## src/rtl/pb_irq_pkg.sv

```systemverilog
// Purpose : shared constants for the PicoBlaze interrupt controller slice.
// Latency : n/a (package only).
// Backpr. : n/a.
// Contents: port addresses 0x10..0x13, FSM state encoding, source/vector widths,
//           one-hot helper. Optional build macro used by the slice: IRQ_RR_EN.
package pb_irq_pkg;

    localparam logic [7:0] ADDR_VEC  = 8'h10;
    localparam logic [7:0] ADDR_MASK = 8'h11;
    localparam logic [7:0] ADDR_PEND = 8'h12;
    localparam logic [7:0] ADDR_TDIV = 8'h13;

    localparam int MAX_SRC = 8;
    localparam int VEC_W   = 3;

    localparam logic [1:0] ST_IDLE = 2'd0;
    localparam logic [1:0] ST_REQ  = 2'd1;
    localparam logic [1:0] ST_GAP  = 2'd2;

    function automatic logic [MAX_SRC-1:0] vec_onehot(input logic [VEC_W-1:0] v);
        vec_onehot = '0;
        vec_onehot[v] = 1'b1;
    endfunction

endpackage

```

## src/rtl/pb_irq_ctrl_tick_gen.sv

```systemverilog
// Purpose : programmable periodic tick, prescaler (0..TICK_PRE-1) then divider (0..div).
// Latency : tick is registered, high the cycle after the divider wraps; expire is the
//           same-cycle combinational wrap indication.  Backpr.: none, free running.
// Ports   : clk, rst (sync, active-high), div (divider terminal value), reload (zero both
//           counters this edge), tick (1-cycle pulse), expire (wrap happens this edge).
module irq_tick_gen #(
    parameter int TICK_PRE = 500000
) (
    input  logic       clk,
    input  logic       rst,
    input  logic [7:0] div,
    input  logic       reload,
    output logic       tick,
    output logic       expire
);
    localparam int PRE_W = (TICK_PRE > 1) ? $clog2(TICK_PRE) : 1;

    logic [PRE_W-1:0] pre_cnt;
    logic [7:0]       div_cnt;
    logic             pre_wrap;

    assign pre_wrap = (pre_cnt == PRE_W'(TICK_PRE - 1));
    // A reload on the same edge wins over an expiry: the period restarts cleanly.
    assign expire   = pre_wrap && (div_cnt == div) && !reload;

    always_ff @(posedge clk) begin
        if (rst || reload) begin
            pre_cnt <= '0;
            div_cnt <= '0;
            tick    <= 1'b0;
        end else begin
            tick <= expire;
            if (pre_wrap) begin
                pre_cnt <= '0;
                div_cnt <= (div_cnt == div) ? 8'd0 : div_cnt + 8'd1;
            end else begin
                pre_cnt <= pre_cnt + PRE_W'(1);
            end
        end
    end
endmodule

```

## src/rtl/pb_irq_ctrl.sv

```systemverilog
// Purpose : PicoBlaze interrupt controller: pending/mask registers, one winner per
//           interrupt/ack handshake, port-mapped VEC/MASK/PEND/TICK_DIV, internal tick.
// Latency : rd_data/rd_hit 1 cycle after port_id; interrupt 1 cycle after pend&mask.
// Backpr. : none; KCPSM6 paces service with interrupt_ack.
// Ports   : src_evt (rising-edge events, bit i -> source i+1), PicoBlaze port bus,
//           interrupt/interrupt_ack handshake, tick pulse.
// Build   : define IRQ_RR_EN for round-robin arbitration, otherwise lowest index wins.
module pb_irq_ctrl
    import pb_irq_pkg::*;
#(
    parameter int NUM_SRC      = 4,
    parameter int TICK_PRE     = 500000,
    parameter int TICK_DIV_RST = 99
) (
    input  logic               clk,
    input  logic               rst,
    input  logic [NUM_SRC-2:0] src_evt,
    input  logic [7:0]         port_id,
    input  logic [7:0]         out_port,
    input  logic               write_strobe,
    input  logic               read_strobe,
    output logic [7:0]         rd_data,
    output logic               rd_hit,
    output logic               interrupt,
    input  logic               interrupt_ack,
    output logic               tick
);
    logic [NUM_SRC-1:0] mask, pend, pm, pend_set, pend_clr, w1c, ack_clr;
    logic [NUM_SRC-2:0] src_q;
    logic [7:0]         tdiv;
    logic [1:0]         state;
    logic [VEC_W-1:0]   vec, winner;
    logic               valid, expire, ack_take;
    logic [MAX_SRC-1:0] win_oh;
    logic [7:0]         mask8, pend8, rd_nxt;

    wire wr_mask = write_strobe && (port_id == ADDR_MASK);
    wire wr_pend = write_strobe && (port_id == ADDR_PEND);
    wire wr_tdiv = write_strobe && (port_id == ADDR_TDIV);

    irq_tick_gen #(.TICK_PRE(TICK_PRE)) u_tick (
        .clk    (clk),
        .rst    (rst),
        .div    (tdiv),
        .reload (wr_tdiv),
        .tick   (tick),
        .expire (expire)
    );

    assign pm       = pend & mask;
    assign ack_take = (state == ST_REQ) && (|pm) && interrupt_ack;
    assign win_oh   = vec_onehot(winner);
    assign ack_clr  = ack_take ? win_oh[NUM_SRC-1:0] : '0;
    assign w1c      = wr_pend ? out_port[NUM_SRC-1:0] : '0;
    assign pend_set = {src_evt & ~src_q, expire};
    assign pend_clr = w1c | ack_clr;

`ifdef IRQ_RR_EN
    logic [VEC_W-1:0] rr_ptr;
    always_comb begin
        int idx;
        idx    = 0;
        winner = '0;
        // Walk downward so the candidate nearest to rr_ptr+1 is the last one written.
        for (int k = NUM_SRC - 1; k >= 0; k--) begin
            idx = (int'(rr_ptr) + 1 + k) % NUM_SRC;
            if (pm[idx]) winner = VEC_W'(idx);
        end
    end
    always_ff @(posedge clk) begin
        if (rst)           rr_ptr <= VEC_W'(NUM_SRC - 1);
        else if (ack_take) rr_ptr <= winner;
    end
`else
    always_comb begin
        winner = '0;
        for (int i = NUM_SRC - 1; i >= 0; i--) begin
            if (pm[i]) winner = VEC_W'(i);
        end
    end
`endif

    // Pending, mask, divider and edge history. Set is applied after clear so a
    // simultaneous event survives an ack or W1C of the same bit.
    always_ff @(posedge clk) begin
        if (rst) begin
            pend  <= '0;
            mask  <= NUM_SRC'(1);
            tdiv  <= 8'(TICK_DIV_RST);
            src_q <= '1;
        end else begin
            pend  <= (pend & ~pend_clr) | pend_set;
            src_q <= src_evt;
            if (wr_mask) mask <= out_port[NUM_SRC-1:0];
            if (wr_tdiv) tdiv <= out_port;
        end
    end

    always_ff @(posedge clk) begin
        if (rst) begin
            state     <= ST_IDLE;
            interrupt <= 1'b0;
            vec       <= '0;
            valid     <= 1'b0;
        end else begin
            if (read_strobe && (port_id == ADDR_VEC)) valid <= 1'b0;
            case (state)
                ST_IDLE: begin
                    if (|pm) begin
                        state     <= ST_REQ;
                        interrupt <= 1'b1;
                    end
                end
                ST_REQ: begin
                    if (!(|pm)) begin
                        state     <= ST_IDLE;
                        interrupt <= 1'b0;
                    end else if (interrupt_ack) begin
                        vec       <= winner;
                        valid     <= 1'b1;
                        interrupt <= 1'b0;
                        state     <= ST_GAP;
                    end
                end
                ST_GAP:  state <= ST_IDLE;
                default: begin
                    state     <= ST_IDLE;
                    interrupt <= 1'b0;
                end
            endcase
        end
    end

    always_comb begin
        mask8              = '0;
        pend8              = '0;
        mask8[NUM_SRC-1:0] = mask;
        pend8[NUM_SRC-1:0] = pend;
        case (port_id)
            ADDR_VEC:  rd_nxt = {valid, 4'b0000, vec};
            ADDR_MASK: rd_nxt = mask8;
            ADDR_PEND: rd_nxt = pend8;
            ADDR_TDIV: rd_nxt = tdiv;
            default:   rd_nxt = 8'h00;
        endcase
    end

    always_ff @(posedge clk) begin
        if (rst) begin
            rd_data <= 8'h00;
            rd_hit  <= 1'b0;
        end else begin
            rd_data <= rd_nxt;
            rd_hit  <= (port_id >= ADDR_VEC) && (port_id <= ADDR_TDIV);
        end
    end
endmodule

```

## config.mk

```make
export PLATFORM = sky130hd
export DESIGN_NAME = pb_irq_ctrl
export DESIGN_NICKNAME = d
export VERILOG_FILES = /design/src/rtl/pb_irq_pkg.sv /design/src/rtl/pb_irq_ctrl_tick_gen.sv /design/src/rtl/pb_irq_ctrl.sv
export SDC_FILE = /design/constraint.sdc
export NUM_CORES = 1
export LEC_CHECK = 0
export CAP_MARGIN = 0
export CELL_PAD_IN_SITES_DETAIL_PLACEMENT = 0
export CELL_PAD_IN_SITES_GLOBAL_PLACEMENT = 1
export CORE_UTILIZATION = 38
export DETAILED_ROUTE_END_ITERATION = 6
export GPL_TIMING_DRIVEN = 0
export PLACE_DENSITY = 0.79
export REMOVE_ABC_BUFFERS = 1
export SLEW_MARGIN = 10
export SYNTH_ARGS = -nofsm -noshare
export SYNTH_HDL_FRONTEND = slang
export SYNTH_HIERARCHICAL = 1
export SYNTH_SLANG_ARGS = --single-unit
```

## constraint.sdc

```tcl
create_clock -name clk -period 2.4 [get_ports clk]
set_clock_uncertainty 0.1 [all_clocks]
set_input_delay 0.72 -clock clk [delete_from_list [all_inputs] [get_ports clk]]
set_output_delay 0.72 -clock clk [all_outputs]
set_load 0.02 [all_outputs]
```

Word-level counts from Yosys, hierarchy flattened

Cells that the tools add are included.
W data, S select, Z words.

Flip-flop bits (word level): 63
Latch bits: 0
RAM bits: 0
Memory bits (read-only): 0
Input bits: 24
Output and inout bits: 11
Logic and storage cells: 77
Memories: 0

$add $sub $neg: 2
Multiply operators: 0
Divide/modulo/power cells: 0
Magnitude comparators: 4
Equal/unequal tests: 10
Shift-type cells: 0
Multiplexer cells: 22
Bitwise operators: 8
Reductions and logical operators: 18

Operators by type and width:

| kind                    | count |
|---|---|
| $eq A8 B5 Y1 const B    | 4 |
| $pmux W8 S4             | 1 |
| $add A19 B1 Y19 const B | 1 |
| $eq A19 B19 Y1 const B  | 1 |
| $logic_and A1 B1 Y1     | 10 |
| $mux W3                 | 3 |
| $add A8 B1 Y8 const B   | 1 |
| $and A4 B4 Y4           | 2 |
| $eq A8 B8 Y1            | 1 |
| $ge A8 B5 Y1 const B    | 1 |
| $le A8 B5 Y1 const B    | 1 |
| $mux W1                 | 8 |
| $mux W2                 | 4 |
| $mux W4                 | 2 |
| $mux W8                 | 1 |
| $or A4 B4 Y4            | 2 |
| $reduce_and A3 Y1       | 2 |
| $lt A3 B4 Y1 const B    | 1 |
| $not A4 Y4              | 1 |
| $pmux W2 S2             | 1 |
| $reduce_or A4 Y1        | 1 |
| $and A3 B3 Y3           | 1 |
| $demux W1 S3            | 1 |
| $ge A3 B1 Y1 const B    | 1 |
| other kinds (12)        | 12 |

Depth between registers and ports, before layout

Depth in word-level cells: 14
Depth in mapped cells: 9
Mapped depth without buffers: 6

Cells and area by module

The synthesis kept the hierarchy.

By module, submodules not included:

| module       | instances | cells each | area each (µm²) | seq. area each (µm²) |
|---|---|---|---|---|
| irq_tick_gen | 1         | 182        | 1,529.0         | 560.5 |
| pb_irq_ctrl  | 1         | 141        | 1,402.6         | 680.7 |

Least setup slack after synthesis

No wires, ideal clock.

Path kind: input port to flip-flop
From: in port_id[6]
To: reg u_tick.div_cnt[5]
Library setup time: 0.131 ns
Arrival: 2.367 ns
Data required time: 2.169 ns
Setup slack: -0.198 ns
Stages: 9
Path buffers: 3
Cell sequence: or4_4 -> buf_6 -> nor3_4 -> buf_6 -> or2_2 -> clkbuf_1 -> nor4_1 -> o2111ai_1 -> o211ai_1

Longest elaborated chain between the ends: 3

Ends and longest elaborated chain:

| element              | RTL line                   | text |
|---|---|---|
| start, declared      | pb_irq_ctrl.sv:18          | `input logic [7:0] port_id,` |
| $eq A8 B5 Y1         | pb_irq_ctrl.sv:39          | `wire wr_tdiv = write_strobe && (port_id == ADDR_TDIV);` |
| $logic_and A1 B1 Y1  | pb_irq_ctrl.sv:39          |  |
| named net wr_tdiv    | pb_irq_ctrl.sv:39          |  |
| $logic_or A1 B1 Y1   | pb_irq_ctrl_tick_gen.sv:27 | `if (rst \|\| reload) begin` |
| end signal, assigned | pb_irq_ctrl_tick_gen.sv:35 | `div_cnt <= (div_cnt == div) ? 8'd0 : div_cnt + 8'd1;` |
| end, declared        | pb_irq_ctrl_tick_gen.sv:19 | `logic [7:0] div_cnt;` |

The timed path passes the listed nets, and every way through them passes these cells.
A chain may end at the register's enable or synchronous reset.

Worst setup path after layout

From: in port_id[5]
To: reg u_tick.div_cnt[6]

Longest elaborated chain between the ends: 3

Ends and longest elaborated chain:

| element             | RTL line |
|---|---|
| $eq A8 B5 Y1        | pb_irq_ctrl.sv:39 |
| $logic_and A1 B1 Y1 | pb_irq_ctrl.sv:39 |
| $logic_or A1 B1 Y1  | pb_irq_ctrl_tick_gen.sv:27 |

Every way passes these cells.

==> results.cfg <==
[grt]
grtUsageMet3_pct = 4.65
gr-total-overflow = 0
busiest_layer = met2
grtUsageTotal_pct = 17.2
grt_max_degree = 37
grt_pass1_vias = 2351
use_met2_pct = 27.6
grt_pass1_wl_mm = 11.1
grt_use_met1_pct = 21.7
antenna_found_initial = 0

[synth]
ys_warn_count = 6
ys_seq_area_share_pct = 42.3
syn_area_per_cell_um2 = 9.08
synth_area_um2 = 2930
synthFlopType = dfxtp_1
synthDistinctLibCells = 56
synthCells = 323
async_flop_share_pct = 0
synth-edff-count = 0
yosys_register_bits = 62

[drt]
viasPerCell = 5.45
drtIter0Drc = 129
wirelength_mm = 6.61
dr.pass1.iters = 4
drc = 0
wire_per_inst_um = 14.3
drtAntennaViolNets = 0
vias = 2523

[final_layout]
nets = 385
final_cell_mix = 62 x dfxtp_1, 38 x nor2_1, 27 x clkdlybuf4s50_1, 20 x nand2_1, 18 x xnor2_1
fin_cells = 463
layout-drive-gt1-share_pct = 12.4
diodes = 0
layout_commonest_cell = dfxtp_1
finish.utilization_pct = 48.3
area_delta_synth_final_pct = 21.5

[setup_path]
startpoint_type = input port
slowest_delay_ns = 0.51
critPathMaxFanout = 6
critPathCaptureType = flip-flop
crit_chain = clkdlybuf4s50_1 -> nand3b_1 -> nor3_4 -> buf_4 -> or2_4 -> nor4_1 -> o2111ai_1 -> o211ai_1
worst_path_max_delay_cell = clkdlybuf4s50_1
path_buf_inv = 2
path_delay_family = simple AND/OR/NAND/NOR gates
crit_arrival_ns = 2.51
worstPathRequired_ns = 2.56
crit_type = input port to flip-flop
rrSetupSlack_ns = 0.16

[floorplanning]
io_pins = 35
fp.dieH_um = 89.8
rows = 31
core-area_um2 = 7370
die_x_um = 89.8
dieArea_um2 = 8070
start_util_pct = 39.8

[sta]
period_needed_ns = 2.35
slew_violations = 0
setup_viol = 0
slew_headroom_pct = 48.2
hold_viol = 0
setup_slack_ns = 0.0544
period_share_pct = 97.7
fmax_ghz = 0.426
rsz0062_at_grt = no
worst_slew_pin_slew_ns = 0.772

[run_status]
status = complete, no violations

[flow_run]
drv_cap = 0

[clock_tree]
hold_buffers = 0
cts_root_buf = clkbuf_8
clkSlewWorstSetupHoldPaths_ns = 0.07
clk_latency_ns = 0.34
cts_made_buffers = 9
cts_buffer_depth = 2
tritoncts = built
h-tree-depth = 3
cts.sinks = 62

[place]
dp_cells = 440
post-place-ws_ns = -1.25
hpwl_mm = 4.50
port_buffers = 34
gp_congestion = 0.761

[power]
powerDensity_nw_per_um2 = 566
p_total_w = 0.00202
power_leakage_nw = 1.17
ir_worst_vdd_uv = 288

[min_path]
min_path_type = flip-flop to flip-flop
[metrics by stage]
| stage | cell area [µm²] | hold slack [ns] | setup TNS (ns) |
|---|---|---|---|
| after detailed placement | 3300 | 0.340 | -44.19 |
| after global routing | 3560 | 0.392 | 0 |
| after global placement | 3300 | 0.325 | -44.41 |
| after floorplan | 2840 | 0.316 | -5.16 |
| final | 3560 | 0.348 | 0 |
| after CTS | 3530 | 0.349 | 0 |
[layout make-up]
| type | instances | area (µm²) |
|---|---|---|
| Tap cell | 99 | 124 |
| Timing Repair Buffer | 41 | 388 |
| Fill cell | 760 | 3810 |
| Multi-Input combinational cell | 237 | 1600 |
| Sequential cell | 62 | 1240 |
| Inverter | 8 | 30.0 |
| Clock inverter | 5 | 50.0 |
| Clock buffer | 11 | 131 |
[Yosys cell counts (all sizes together), types with 2 or more instances]
library cell   n  area share, %
and2           4           0.85
xnor2         18            5.4
nor3b          2           0.51
o41ai          2           0.60
nor3          15            2.9
nand4          6            1.3
nand4bb        2           0.77
o31ai          2           0.51
nand2b         3           0.64
clkbuf        11            1.4
a22o           3           0.90
and3           7            1.5
nand3b         3           0.77
nand3         16            2.7
xor2           3           0.90
mux4           2            1.5
or4            4            1.4
mux2i          7            2.4
ha             2           0.85
mux2           2           0.77
buf            5            1.8
nor2          39            5.0
o21ai          6            1.4
a21oi         13            2.2
a22oi          3           0.77
o211ai         9            2.3
nand2         20            2.6
or2            8            1.7
inv            8            1.0
dfxtp         62             42
o2111ai        8            2.4
nor2b          3           0.64
nor4           8            1.7
[worst register-to-register path, delay by kind of cell, from the launching register on]
family	cells	cell delay [ns]
simple gates	2	1.00
flops	1	0.38
fa+ha+maj	1	0.21
compound gates	2	0.47
[power breakdown]
group | leakage, nW | switching, W | internal [W]
clock network | 0.0968 | 0.000391 | 0.000473
logic | 0.576 | 0.0000489 | 0.0000543
registers | 0.501 | 0.00000871 | 0.00104
[final timing paths]
path                     start           endpoint  cells past startpoint
max                 port_id[5]  u_tick/div_cnt[6]                      8
min                   state[1]           state[0]                      1
max reg2reg  u_tick/pre_cnt[0]  u_tick/div_cnt[0]                      5
min reg2reg           state[1]           state[0]                      1
[state kept, by name, indices dropped and copies added, names as in the netlist]
name	cells
u_tick/pre_cnt	19
rd_data	8
tdiv	8
u_tick/div_cnt	8
mask	4
pend	4
src_q	3
state	2
vec	2
interrupt	1
rd_hit	1
u_tick/tick	1
valid	1
[what timing repair did]
item	4_1_cts	5_1_grt
pin swaps	4	4
endpoints found under the setup margin	50	21
buffers inserted	5	2
resized for setup	9	4
[cells by family (layout without fill, tap and decap cells)]
family	after synthesis	after routing	synth area share [%]
AND/OR/NAND/NOR	145	145	27.0
flip-flops	62	62	42.3
AO/OA/AOI/OAI	58	58	14.6
buffers and inverters	24	65	4.23
XOR/XNOR	21	21	6.27
multiplexers	11	11	4.69
adder cells (fa/ha/maj)	2	2	0.853
[metal layers]
metal	up-vias	routed length, µm
met5	-	0
met2	67	3170
met3	11	331
met4	0	101
met1	1189	3010
li1	1256	-
No activity file was read; power rests on OpenSTA's default activity.
